File: src/rtl/mod_mul_frontend.sv
// Front end of a modular multiplier: latches an operand pair, forms a*b with a
// radix-2 shift-add loop, then hands the product to a Barrett reducer.
module mod_mul_frontend #(
  parameter int Q_WIDTH    = 23,
  parameter int DATA_WIDTH = 48
) (
  input  logic                  clk,
  input  logic                  rst_n,
  input  logic                  in_valid,
  output logic                  in_ready,
  input  logic [Q_WIDTH-1:0]    a,
  input  logic [Q_WIDTH-1:0]    b,
  input  logic [Q_WIDTH-1:0]    Q,
  output logic                  red_start,
  output logic [DATA_WIDTH-1:0] red_data,
  input  logic                  red_done,
  output logic                  busy,
  output logic                  range_err
);

  localparam int ACC_W = 2 * Q_WIDTH;
  localparam int CNT_W = $clog2(Q_WIDTH + 1);
  localparam logic [CNT_W-1:0] LAST_BIT = CNT_W'(Q_WIDTH - 1);

  typedef enum logic [1:0] {
    IDLE,
    MULT,
    ISSUE,
    WAIT
  } state_t;

  state_t                state_q, state_d;
  logic [ACC_W-1:0]      acc_q, acc_d;
  logic [ACC_W-1:0]      mcand_q, mcand_d;
  logic [Q_WIDTH-1:0]    mplier_q, mplier_d;
  logic [CNT_W-1:0]      cnt_q, cnt_d;
  logic                  red_start_q, red_start_d;
  logic [DATA_WIDTH-1:0] red_data_q, red_data_d;
  logic                  busy_q, busy_d;
  logic                  range_err_q, range_err_d;

  assign in_ready  = (state_q == IDLE);
  assign red_start = red_start_q;
  assign red_data  = red_data_q;
  assign busy      = busy_q;
  assign range_err = range_err_q;

  always_comb begin
    state_d     = state_q;
    acc_d       = acc_q;
    mcand_d     = mcand_q;
    mplier_d    = mplier_q;
    cnt_d       = cnt_q;
    red_start_d = 1'b0;
    red_data_d  = red_data_q;
    range_err_d = 1'b0;

    case (state_q)
      IDLE: begin
        if (in_valid) begin
          // The modulus only feeds this check, so it is consumed here rather than stored.
          range_err_d = (a >= Q) || (b >= Q);
          mcand_d     = ACC_W'(a);
          mplier_d    = b;
          acc_d       = '0;
          cnt_d       = '0;
          state_d     = MULT;
        end
      end
      MULT: begin
        // Multiplicand shifts left while the multiplier shifts right, so bit i
        // of b always lines up with a << i without a variable shifter.
        if (mplier_q[0]) begin
          acc_d = acc_q + mcand_q;
        end
        mcand_d  = mcand_q << 1;
        mplier_d = mplier_q >> 1;
        cnt_d    = cnt_q + CNT_W'(1);
        if (cnt_q == LAST_BIT) begin
          state_d = ISSUE;
        end
      end
      ISSUE: begin
        red_start_d = 1'b1;
        red_data_d  = DATA_WIDTH'(acc_q);
        state_d     = WAIT;
      end
      WAIT: begin
        if (red_done) begin
          state_d = IDLE;
        end
      end
      default: begin
        state_d = IDLE;
      end
    endcase

    busy_d = (state_d != IDLE);
  end

  always_ff @(posedge clk or negedge rst_n) begin
    if (!rst_n) begin
      state_q     <= IDLE;
      acc_q       <= '0;
      mcand_q     <= '0;
      mplier_q    <= '0;
      cnt_q       <= '0;
      red_start_q <= 1'b0;
      red_data_q  <= '0;
      busy_q      <= 1'b0;
      range_err_q <= 1'b0;
    end else begin
      state_q     <= state_d;
      acc_q       <= acc_d;
      mcand_q     <= mcand_d;
      mplier_q    <= mplier_d;
      cnt_q       <= cnt_d;
      red_start_q <= red_start_d;
      red_data_q  <= red_data_d;
      busy_q      <= busy_d;
      range_err_q <= range_err_d;
    end
  end

endmodule
File: config.mk
export PLATFORM = sky130hd
export DESIGN_NAME = mod_mul_frontend
export DESIGN_NICKNAME = d
export VERILOG_FILES = /design/src/rtl/mod_mul_frontend.sv
export SDC_FILE = /design/constraint.sdc
export NUM_CORES = 1
export LEC_CHECK = 0
export ABC_AREA = 0
export BUFFER_PORTS_ARGS = -buffer_cell sky130_fd_sc_hd__buf_4
export CAP_MARGIN = 0
export CORE_ASPECT_RATIO = 0.9
export CORE_UTILIZATION = 40
export DETAILED_ROUTE_END_ITERATION = 7
export PLACE_DENSITY = 0.62
export SLEW_MARGIN = 10
export SYNTH_ARGS = -nofsm -noshare
export SYNTH_HDL_FRONTEND = slang
export SYNTH_SLANG_ARGS = --single-unit
File: constraint.sdc
create_clock -name clk -period 4.3 [get_ports clk]
set_input_delay 0.215 -clock clk [delete_from_list [all_inputs] [get_ports clk]]
set_output_delay 0.215 -clock clk [all_outputs]
set_load 0.02 [all_outputs]
==> flow_summary.yaml <==
job:
  max_cap_viol_count: 0
logic_synthesis:
  synth_cell_types: 72
  avgSynthCellArea_sq_um: 9.33
  seq_area_frac_synth_pct: 41.6
  synth_top_flop_cell: "dfrtp_1"
  ys_ff_latch: 171
  async_reset_ff_share_pct: 100
  synth_warnings: 0
  synth_edf_count: 0
  syn_area_sq_um: 10300
  synth_cells: 1103
global_route:
  grt_util_met3_pct: 3.63
  grt_overflow: 0
  top_usage_layer: "met2"
  use_met1_pct: 31.1
  antenna_found_initial: 0
  grt_first_pass_wirelength_mm: 44.4
  grtUsageTotal_pct: 21.4
  met2_usage_pct: 32.9
  grt_max_degree: 87
  grt_pass1_vias: 8392
pwr:
  p_leak_nw: 5.81
  peakVddDrop_v: 0.000400
  powerDensity_nw_per_um2: 852
  p_total_mw: 10.3
sta:
  finalCritPeriodShare_pct: 68.0
  setup_tns_ns: 0
  maxSlewViolCount: 0
  fmax_ghz: 0.342
  hold_viol_final: 0
  clock_skew_ns: 0.0139
  fin_ws_ns: 1.37
  worst_pin_slew_ns: 1.12
  setup_viol: 0
  relSlewSlack_pct: 25.2
  rsz0062_at_grt: "false"
  timing.hold.ws_ns: 0.0190
  period_minus_slack_ns: 2.93
clock_network:
  cts_sinks: 171
  tritoncts: "done"
  root_buffer: "clkbuf_16"
  ctsLongestPathBuffers: 2
  htree_num_levels: 4
  cts_made_buffers: 17
  clk_latency_ns: 0.43
  cts_setup_buffers: 0
  clkTransAtPathRegs_ns: 0.07
setup_path:
  end_kind: "register"
  crit_path_max_fanout: 4
  crit_required_ns: 4.60
  path_class: "reg -> reg"
  cp-start-kind: "register"
  cp_data_arrival_time_ns: 3.22
floorplanning:
  die_h_microns: 154
  die_area_sq_um: 26400
  core_sq_um: 25200
  start_util_pct: 40.9
  core.rowCount: 55
  io_pins: 125
  die_x_microns: 171
route:
  wl_per_cell_microns: 17.2
  vias: 8515
  drt_iter0_markers: 478
  drc_errors: 0
  postRouteAntennaNets: 0
  drt-pass1-iter-count: 5
  drt-vias-per-instance: 5.47
  routed_wl_mm: 26.7
placed_design:
  port-buffer-count: 122
  routabilityCongestion: 0.914
  dp_hpwl_mm: 19.5
  pre_cts_slack_ns: 1.44
min_path:
  hold_class: "in -> reg"
final_layout:
  layout_commonest_cell: "nand2_1"
  drive_gt1_share_pct: 18.8
  layout_common_cells: "172 x nand2_1, 171 x dfrtp_1, 131 x buf_4"
  nets: 1368
  area_growth_syn_to_layout_pct: 17.8
  antennaDiodeCount: 0
outcome:
  status: "complete, no violations"
[Yosys cell counts (4+ instances only)]
cell type | number | area (sq um)
nor3_1 | 14 | 70.1
mux2_2 | 46 | 518
nand3_1 | 12 | 60.1
mux2i_1 | 4 | 40.0
xnor2_1 | 15 | 131
ha_1 | 93 | 1160
o211ai_1 | 6 | 45.0
a21o_1 | 41 | 308
nor2_1 | 75 | 282
and2_1 | 5 | 31.3
a22oi_1 | 25 | 188
clkbuf_1 | 46 | 173
nand4_1 | 19 | 119
nand2_1 | 172 | 646
a21oi_1 | 56 | 280
dfrtp_1 | 171 | 4280
o21bai_1 | 9 | 67.6
a31oi_1 | 7 | 43.8
o21ai_1 | 16 | 80.1
nand2b_1 | 4 | 25.0
and3_1 | 9 | 56.3
buf_2 | 5 | 25.0
inv_1 | 38 | 143
nor2b_1 | 14 | 87.6
o21ai_0 | 86 | 430
xor2_1 | 21 | 184
o22ai_1 | 20 | 125
o21a_1 | 8 | 60.1
[final timing paths]
| check | slack (ns) | startpoint | end | depth (start not counted) |
|---|---|---|---|---|
| setup / recovery | 1.37 | acc_q[1] | acc_q[43] | 10 |
| hold / removal | 0.02 | b[22] | mplier_q[22] | 3 |
| setup reg to reg | 1.37 | acc_q[1] | acc_q[43] | 10 |
| hold reg to reg | 0.49 | mplier_q[11] | mplier_q[11] | 2 |
| max in group asynchronous | 2.68 | rst_n | red_data[0] | 3 |
| min in group asynchronous | 0.43 | rst_n | red_data[16] | 2 |
[routing by layer]
layer | vias up | part of all wire (%) | routed length [microns]
li1 | 4146 | - | -
met1 | 4127 | 50 | 13300
met2 | 224 | 44 | 11800
met3 | 18 | 5.1 | 1370
met4 | 0 | 1.2 | 320
met5 | - | 0 | 0
[layout make-up]
class,instances,area (sq um)
clock buffers,19,433
clock inverters,13,168
fillers,2404,13100
inverters,38,143
multi-input cells,839,5660
flip-flops and latches,171,4280
well taps,342,428
repair buffers,134,1010
[power by group]
| group | switching, mW | internal, mW | leakage (nW) |
|---|---|---|---|
| Combinational | 3.49 | 2.25 | 3.45 |
| Clock | 0.674 | 0.920 | 0.277 |
| Sequential | 0.619 | 2.38 | 2.09 |
| Total | 4.78 | 5.55 | 5.81 |
[cells by family (layout without fill, tap and decap cells)]
family	Yosys count	count (layout)	share of synthesized area [%]
buffers and inverters	94	204	3.63
and+or+nand+nor	342	342	14.8
muxes	50	50	5.42
DFF	171	171	41.6
xor gates and xnor gates	36	36	3.06
other	1	2	0.0364
adders and majority gates	94	94	11.5
AOI/OAI and AO/OA	315	315	20.0
[stage by stage]
step / cells / area (sq um) / util (%)
global route: 1556 / 12100 / 48.2
CTS: 1556 / 12100 / 48.2
detailed placement: 1522 / 11500 / 45.7
finish: 1556 / 12100 / 48.2
floorplan: 1104 / 10300 / -
global placement: 1522 / 11500 / 45.7
[what timing repair did]
item | in CTS | in global routing
endpoints found under the hold margin | 85 | 0
hold buffers | 2 | 0
resized for setup | 0 | 0
[worst max-delay path, cell delays in order (launching register included)]
cell	delay (ns)
dfrtp_1	0.41
ha_1	0.33
a211oi_2	0.26
o21bai_1	0.19
o311ai_2	0.38
a31oi_2	0.23
a22oi_2	0.23
a31oi_1	0.19
a221oi_2	0.30
xor2_1	0.20
o21ai_1	0.08
[state kept, by name, indices dropped and copies added, names as in the netlist]
signal,flops
cnt_q,5
range_err,1
acc_q,46
mcand_q,46
red_data,46
state_q,2
red_start,1
busy,1
mplier_q,23
Note: power is estimated with default switching activity, not from simulation.
